--- config.mk ---
export PLATFORM = sky130hd
export DESIGN_NAME = fetch_unit
export DESIGN_NICKNAME = d
export VERILOG_FILES = /design/src/rtl/fetch_unit_pkg.sv /design/src/rtl/pc_register.sv /design/src/rtl/fetch_unit.sv
export SDC_FILE = /design/constraint.sdc
export NUM_CORES = 1
export LEC_CHECK = 0
export BUFFER_PORTS_ARGS = -buffer_cell sky130_fd_sc_hd__buf_2
export CORE_ASPECT_RATIO = 1.4
export CORE_MARGIN = 2
export CORE_UTILIZATION = 47
export DETAILED_ROUTE_END_ITERATION = 10
export MAX_ROUTING_LAYER = met4
export PLACE_DENSITY = 0.75
export SLEW_MARGIN = 20
export SYNTH_ARGS = -nofsm -noshare
export SYNTH_HDL_FRONTEND = slang
export SYNTH_HIERARCHICAL = 1
export SYNTH_SLANG_ARGS = --single-unit
--- constraint.sdc ---
create_clock -name clock -period 4 [get_ports clock]
set_input_delay 0.4 -clock clock [delete_from_list [all_inputs] [get_ports clock]]
set_output_delay 0.4 -clock clock [all_outputs]
set_load 0.03 [all_outputs]
--- src/rtl/fetch_unit_pkg.sv ---
// Shared types and constants for the instruction fetch unit.
package fetch_unit_pkg;

    typedef enum logic [1:0] {
        FETCH_S_FETCH = 2'd0,
        FETCH_S_HOLD  = 2'd1,
        FETCH_S_DRAIN = 2'd2
    } fetch_state_e;

    localparam logic [31:0] MIPS_NOP         = 32'h0000_0000;
    localparam logic [31:0] DEFAULT_RESET_PC = 32'h0000_0000;

    function automatic logic [31:0] word_align(input logic [31:0] addr);
        return addr & 32'hFFFF_FFFC;
    endfunction

endpackage

--- src/rtl/pc_register.sv ---
// Register with synchronous active-high reset value and load enable; used for pc and redirect_pc.
module pc_register #(
    parameter int unsigned        WIDTH       = 32,
    parameter logic [WIDTH-1:0]   RESET_VALUE = '0
) (
    input  logic             clock,
    input  logic             reset,
    input  logic             enable,
    input  logic [WIDTH-1:0] d,
    output logic [WIDTH-1:0] q
);

    // NOTE: non-blocking assignment so every register samples pre-edge values regardless of block order.
    always_ff @(posedge clock) begin
        if (reset) begin
            q <= RESET_VALUE;
        end else if (enable) begin
            q <= d;
        end
    end

endmodule

--- src/rtl/fetch_unit.sv ---
// Fetch stage: owns the PC, issues requests to instruction memory and presents the fetched word to decode.
module fetch_unit
    import fetch_unit_pkg::*;
#(
    parameter logic [31:0] RESET_PC = DEFAULT_RESET_PC
) (
    input  logic        clock,
    input  logic        reset,
    input  logic        stall_f,
    input  logic        pc_src_d,
    input  logic [31:0] pc_branch_d,
    output logic        imem_req,
    output logic [31:0] imem_addr,
    input  logic        imem_ready,
    input  logic [31:0] imem_rdata,
    output logic [31:0] pc_plus_four_f,
    output logic [31:0] instruction_f,
    output logic        valid_f
);

    fetch_state_e state, state_next;

    logic [31:0] pc, pc_d, pc_plus_four;
    logic [31:0] redirect_pc, branch_target;
    logic [31:0] inst_buf;
    logic        pc_en, redirect_en, buf_en, taken;

    // A redirect seen during a stall is dropped; decode re-presents it once the stall clears.
    assign taken          = pc_src_d & ~stall_f;
    assign branch_target  = word_align(pc_branch_d);
    assign pc_plus_four   = pc + 32'd4;
    assign pc_plus_four_f = pc_plus_four;
    assign imem_addr      = pc;

    pc_register #(.WIDTH(32), .RESET_VALUE(RESET_PC)) u_pc (
        .clock  (clock),
        .reset  (reset),
        .enable (pc_en),
        .d      (pc_d),
        .q      (pc)
    );

    pc_register #(.WIDTH(32), .RESET_VALUE(32'h0)) u_redirect_pc (
        .clock  (clock),
        .reset  (reset),
        .enable (redirect_en),
        .d      (branch_target),
        .q      (redirect_pc)
    );

    always_ff @(posedge clock) begin
        if (reset) begin
            state    <= FETCH_S_FETCH;
            inst_buf <= MIPS_NOP;
        end else begin
            state <= state_next;
            if (buf_en) begin
                inst_buf <= imem_rdata;
            end
        end
    end

    // NOTE: every output of this block gets a default first, so no path can infer a latch.
    always_comb begin
        state_next    = state;
        pc_en         = 1'b0;
        pc_d          = taken ? branch_target : pc_plus_four;
        redirect_en   = 1'b0;
        buf_en        = 1'b0;
        imem_req      = 1'b0;
        valid_f       = 1'b0;
        instruction_f = MIPS_NOP;

        case (state)
            FETCH_S_FETCH: begin
                imem_req = 1'b1;
                if (!imem_ready) begin
                    if (taken) begin
                        redirect_en = 1'b1;
                        state_next  = FETCH_S_DRAIN;
                    end
                end else begin
                    valid_f       = 1'b1;
                    instruction_f = imem_rdata;
                    if (stall_f) begin
                        buf_en     = 1'b1;
                        state_next = FETCH_S_HOLD;
                    end else begin
                        pc_en = 1'b1;
                    end
                end
            end
            FETCH_S_HOLD: begin
                valid_f       = 1'b1;
                instruction_f = inst_buf;
                if (!stall_f) begin
                    pc_en      = 1'b1;
                    state_next = FETCH_S_FETCH;
                end
            end
            FETCH_S_DRAIN: begin
                // The stale access must complete at the old address; its data is thrown away.
                imem_req    = 1'b1;
                redirect_en = taken;
                if (imem_ready) begin
                    pc_en      = 1'b1;
                    pc_d       = taken ? branch_target : redirect_pc;
                    state_next = FETCH_S_FETCH;
                end
            end
            default: begin
                state_next = FETCH_S_FETCH;
            end
        endcase

        if (reset) begin
            imem_req      = 1'b0;
            valid_f       = 1'b0;
            instruction_f = MIPS_NOP;
        end
    end

    property p_addr_stable;
        @(posedge clock) disable iff (reset)
            (imem_req && !imem_ready) |=> (imem_addr == $past(imem_addr));
    endproperty

    a_addr_stable: assert property (p_addr_stable);

endmodule

**Yosys cells after proc, flatten, opt, wreduce, memory -nomap -nowiden**

Cells that the tools add are included.

- Flip-flop bits (word level): 96
- Bits of input ports: 69
- Word-level logic and storage cells: 43

- $add $sub $neg: 1
- Equality and inequality tests: 6
- Mux-type cells: 27
- Bitwise logic cells: 2
- Reduce and logical (&&, ||, !) cells: 3

Operator list:

| kind | count |
|---|---|
| 32-bit two-way mux | 6 |
| 32-bit case mux with 2 select lines | 1 |
| 32-bit by 3-bit adder with 32-bit output, second input constant | 1 |
| 1-bit two-way mux | 11 |
| 2-bit two-way mux | 5 |
| 3-bit inequality test, second input constant | 2 |
| 2-bit case mux with 3 select lines | 1 |
| 2-bit inequality test, second input constant | 2 |
| 1-bit case mux with 2 select lines | 2 |
| 4-bit AND reduction | 1 |
| 1-bit case mux with 3 select lines | 1 |
| 2-bit by 1-bit == test with 1-bit output, second input constant | 1 |
| 2-bit == test, second input constant | 1 |
| 2-bit logical NOT | 1 |
| 2-bit OR reduction | 1 |
| 1-bit AND | 1 |
| 1-bit inverter | 1 |

**Logic depth before layout (Yosys ltp)**

- Depth in word-level cells: 5
- Gate-level depth with buffers: 8
- Gate-level depth less buffers: 8

**Cells and area by module**

The synthesis kept the hierarchy.

By module, submodules not included:

| module | instances | cells each | area each (um2) |
|---|---|---|---|
| fetch_unit | 1 | 447 | 2901.5 |
| pc_register | 2 | 103 | 1163.6 |

**Worst setup path before layout**

No wires, ideal clock.

- Path kind: reg2reg
- Start: register u_pc.q[2]
- End: register u_pc.q[24]
- Library setup time: 65 ps
- Arrival time: 2761 ps
- Data required time: 3935 ps
- Setup slack: 1174 ps
- Stages on the path, launching flop included: 9
- Buffers on the path: 0
- Period minus slack after synthesis: 2826 ps
- Cell sequence: dfxtp_1 ha_1 nand4_1 nor4_1 nand4_1 xnor2_1 a221o_1 mux2i_1 nor2_1

- Longest elaborated chain between the ends: 4

RTL lines:

| element | RTL line | source |
|---|---|---|
| start: declaration | pc_register.sv:10 | `output logic [WIDTH-1:0] q` |
| start signal: assignment | pc_register.sv:16 | `q <= RESET_VALUE;` |
| start signal: assignment | pc_register.sv:18 | `q <= d;` |
| 32-bit by 3-bit adder with 32-bit output (*) | fetch_unit.sv:31 | `assign pc_plus_four = pc + 32'd4;` |
| named net pc_plus_four_f[24] | fetch_unit.sv:16 | `output logic [31:0] pc_plus_four_f,` |
| 32-bit two-way mux (*) | fetch_unit.sv:67 | `pc_d = taken ? branch_target : pc_plus_four;` |
| 32-bit two-way mux | fetch_unit.sv:105 | `if (imem_ready) begin` |
| 32-bit two-way mux (*) | fetch_unit.sv:74 | `case (state)` |
| named net pc_d[24] | fetch_unit.sv:23 | `logic [31:0] pc, pc_d, pc_plus_four;` |

Mark *: on every way through the listed nets, which the timed path passes. The rest lies on a longest branch.
A chain may end at the register's enable or synchronous reset.

**Worst setup path in the final report**

- Start: register u_pc.q[2]
- End: output port pc_plus_four_f[22]

- Longest elaborated chain between the ends: 1

RTL lines:

| element | RTL line |
|---|---|
| 32-bit by 3-bit adder with 32-bit output | fetch_unit.sv:31 |
| end: declaration | fetch_unit.sv:16 |

Every way passes these cells.

==> results.md <==
- Largest net degree at the start of global routing: 55
- R2R depth: 5
- Total die area: about 12000 um^2
- Post-synth ARST share: 0%
- Pre-CTS setup slack: approximately 1.3 ns
- Number of global-route vias before repair: between 5000 and 6000
- Routed vias: 5238
- Dpl hpwl: approximately 10000 um
- Row count: 45
- Unrepaired setup endpoints after global routing: false
- First-pass GRT wire length: about 24000 um
- Syn_area_per_cell: ~8 um^2
- FF-to-FF setup slack: between 1 and 1.5 ns
- Vias/cell: 5.608
- Clock Latency Late Sink: around 0.34 ns
- DRC viols: 0
- Slowest CP cell: nor4_1
- Fmax: between 300 and 400 MHz
- Sink Count: 98
- Post-CTS Hold Fix Bufs: 0
- Area Overhead vs Synth: 21.80%
- Drt first pass iters: 5
- Yosys warns: 6
- Status: completed
- #FFs+latches synth: slightly below 100
- Final setup violation count: 0
- Post-cts resize count: 0
- Crit-path max FO: 7
- Filler Cells Inserted: roughly 1000
- Cells after synthesis: around 650
- Initial Utilization: 48.12%
- Hold Crit Depth: 3
- # IOs: roughly 170
- Postcts setup bufs: 0
- Slew margin rel.: 29.41%
- Maximum vdd drop: ~0.00021 V
- Antenna violations before repair: 0
- H-tree Lvls: 3
- Least-Margin Pin Slew: approximately 1.1 ns
- DR iter-0 viols: about 210
- Setup TNS: 0 ns
- Worst min-delay path class: in2reg
- Share of layout cells above drive strength 1: between 20% and 30%
- CTS tree: done
- Pwr dens: around 380 nW/um^2
- Tcrit/Tclk final: approximately three quarters
- Die H: ~130 um
- Fin nets: between 800 and 900
- Skew final: 0.006961 ns
- CP Depth: 6
- Placeable Area: 10870 um^2
- Buf/Inv on CP: 1
- Clk slew on worst S/H paths: about 0.07 ns
- Total CTS buffers: 9
- Die Wd: ~93 um
- Count of cell types in the netlist: 43
- Total of max-cap violations: 0
- RD Place Congestion: 0.8932
- Most used DFF post-synth: dfxtp_1
- Crit. End Element: output port
- Seq/Total Area, Yosys: a little under two fifths
- Clock root buffer: clkbuf_16
- Crit start category: register
- Crit Path Class: reg2out
- Total Routed Length: around 15000 um
- Worst path required time: about 3.6 ns
- Arr. time, crit path: 2.61 ns
- Final Hold Viols: 0
- Area of the multi-input gates: 2969 um^2
- Critical path's largest stage delay: around 0.54 ns
- Global Route Usage Sum: 24.96%
- Slew Limit Fails: 0
- Diodes inserted: 0
- Remaining antenna violation count: 0
- Mapped Area: about 5200 um^2
- Number of port buffers: 164
- Number of synthesized flops with an enable pin: 0
- Leakage: between 0.002 and 0.003 uW
- Worst-path cell chain: ha_1 -> nand4_1 -> nor4_1 -> nand3_1 -> xnor2_1 -> buf_2
- CP delay by family, top: simple AND/OR/NAND/NOR gates
- GRT overflow: 0
- Reg area: around 2000 um^2
- Worst Slack Setup Final: 0.9857 ns
- Avg WL per Cell: around 16 um
- CTS max path bufs: 2
- Overall power: 2443 uW
- Post-route minimum period: between 3 and 4 ns
worst min-delay path, cell delays in order:
cell,delay (ns)
buf_2,0.11
nand2_1,0.05
a21oi_1,0.05
cell type report:
cell class,count,area share (%)
flip-flops and latches,98,30.81
inverters,4,0.2358
clock buffers,10,3.595
clock inverters,5,1.631
multi-input cells,500,46.62
repair buffers,176,14.34
well taps,141,2.770
metrics by stage:
| stage | hold WS, ns | area (um^2) | util (%) | instances |
|---|---|---|---|---|
| floorplan | 0.4368 | 5233 | - | 654 |
| global placement | 0.4420 | 6033 | 55.52 | 919 |
| detailed placement | 0.4502 | 6033 | 55.52 | 919 |
| CTS | 0.2951 | 6366 | 58.58 | 934 |
| global route | 0.2971 | 6369 | 58.61 | 934 |
| finish | 0.3026 | 6369 | 58.61 | 934 |
cell usage after synthesis, types with 2 or more instances:
library cell,count,area share [%]
dfxtp_1,98,38
a21boi_0,2,0.29
or2_2,3,0.36
nor2_1,128,9.2
inv_1,4,0.29
and2_1,2,0.24
a22oi_1,32,4.6
buf_6,2,0.43
nand3b_1,2,0.29
nor3_1,17,1.6
mux2i_1,68,13
and4_1,3,0.50
or4_4,2,0.43
nand2_1,88,6.3
a31oi_1,2,0.24
xnor2_1,17,2.8
a221o_1,11,2.1
clkbuf_1,40,2.9
and3_1,14,1.7
nand4_1,8,0.96
nor3b_1,2,0.29
o21ai_0,17,1.6
buf_4,2,0.29
a21oi_1,38,3.6
nor2b_1,4,0.48
buf_12,6,2.3
nand3_1,13,1.2
xor2_1,7,1.2
nor4_1,7,0.84
where the power goes:
part | internal [uW] | total (uW) | switching (uW) | leakage [uW]
registers | 1020 | 1050 | 36.8 | 0.000797
logic | 143 | 412 | 269 | 0.00192
clock network | 608 | 979 | 370 | 0.000163
path summary, 6_finish.rpt:
kind                              to           start
hold / removal          inst_buf[11]  imem_rdata[11]
setup / recovery  pc_plus_four_f[22]       u_pc/q[2]
hold reg to reg         inst_buf[31]    inst_buf[31]
setup reg to reg          u_pc/q[23]        state[1]
layout by cell type (no fill, tap or decap), types with 2 or more instances in the layout:
cell type / instances
a21boi_0: 2
a21oi_1: 38
a221o_1: 11
a22oi_1: 32
a31oi_1: 2
and2_1: 2
and3_1: 14
and4_1: 3
buf_2: 163
buf_4: 13
bufinv_16: 3
clkbuf_16: 9
conb_1: 2
dfxtp_1: 98
inv_1: 4
mux2i_1: 68
nand2_1: 87
nand3_1: 13
nand3b_1: 2
nand4_1: 8
nor2_1: 128
nor2b_1: 2
nor2b_2: 2
nor3_1: 16
nor4_1: 7
o21ai_0: 17
or2_2: 3
or4_4: 2
xnor2_1: 17
xor2_1: 7
cells by family after synthesis:
kind of cell / count (synthesis) / share of synthesized area, %
adder cells (fa/ha/maj): 1 / 0.2393
XOR/XNOR: 25 / 4.331
buffers and inverters: 56 / 6.341
AO/OA/AOI/OAI: 104 / 12.78
multiplexers: 68 / 13.02
other: 1 / 0.07172
AND/OR/NAND/NOR: 300 / 25.70
flip-flops: 98 / 37.52
registers in the layout (all words and copies together), names as in the netlist:
signal	count
inst_buf	32
state	2
u_pc/q	32
u_redirect_pc/q	32
routing by layer:
metal	wire length, um	GRT usage [%]	part of all wire (%)	up-vias
met5	0	-	0	-
met4	289	10.12	1.9	0
met3	939	4.918	6.3	29
met2	7554	41.01	51	200
met1	6152	30.00	41	2494
li1	-	-	-	2515
(Power assumes the default switching activity.)
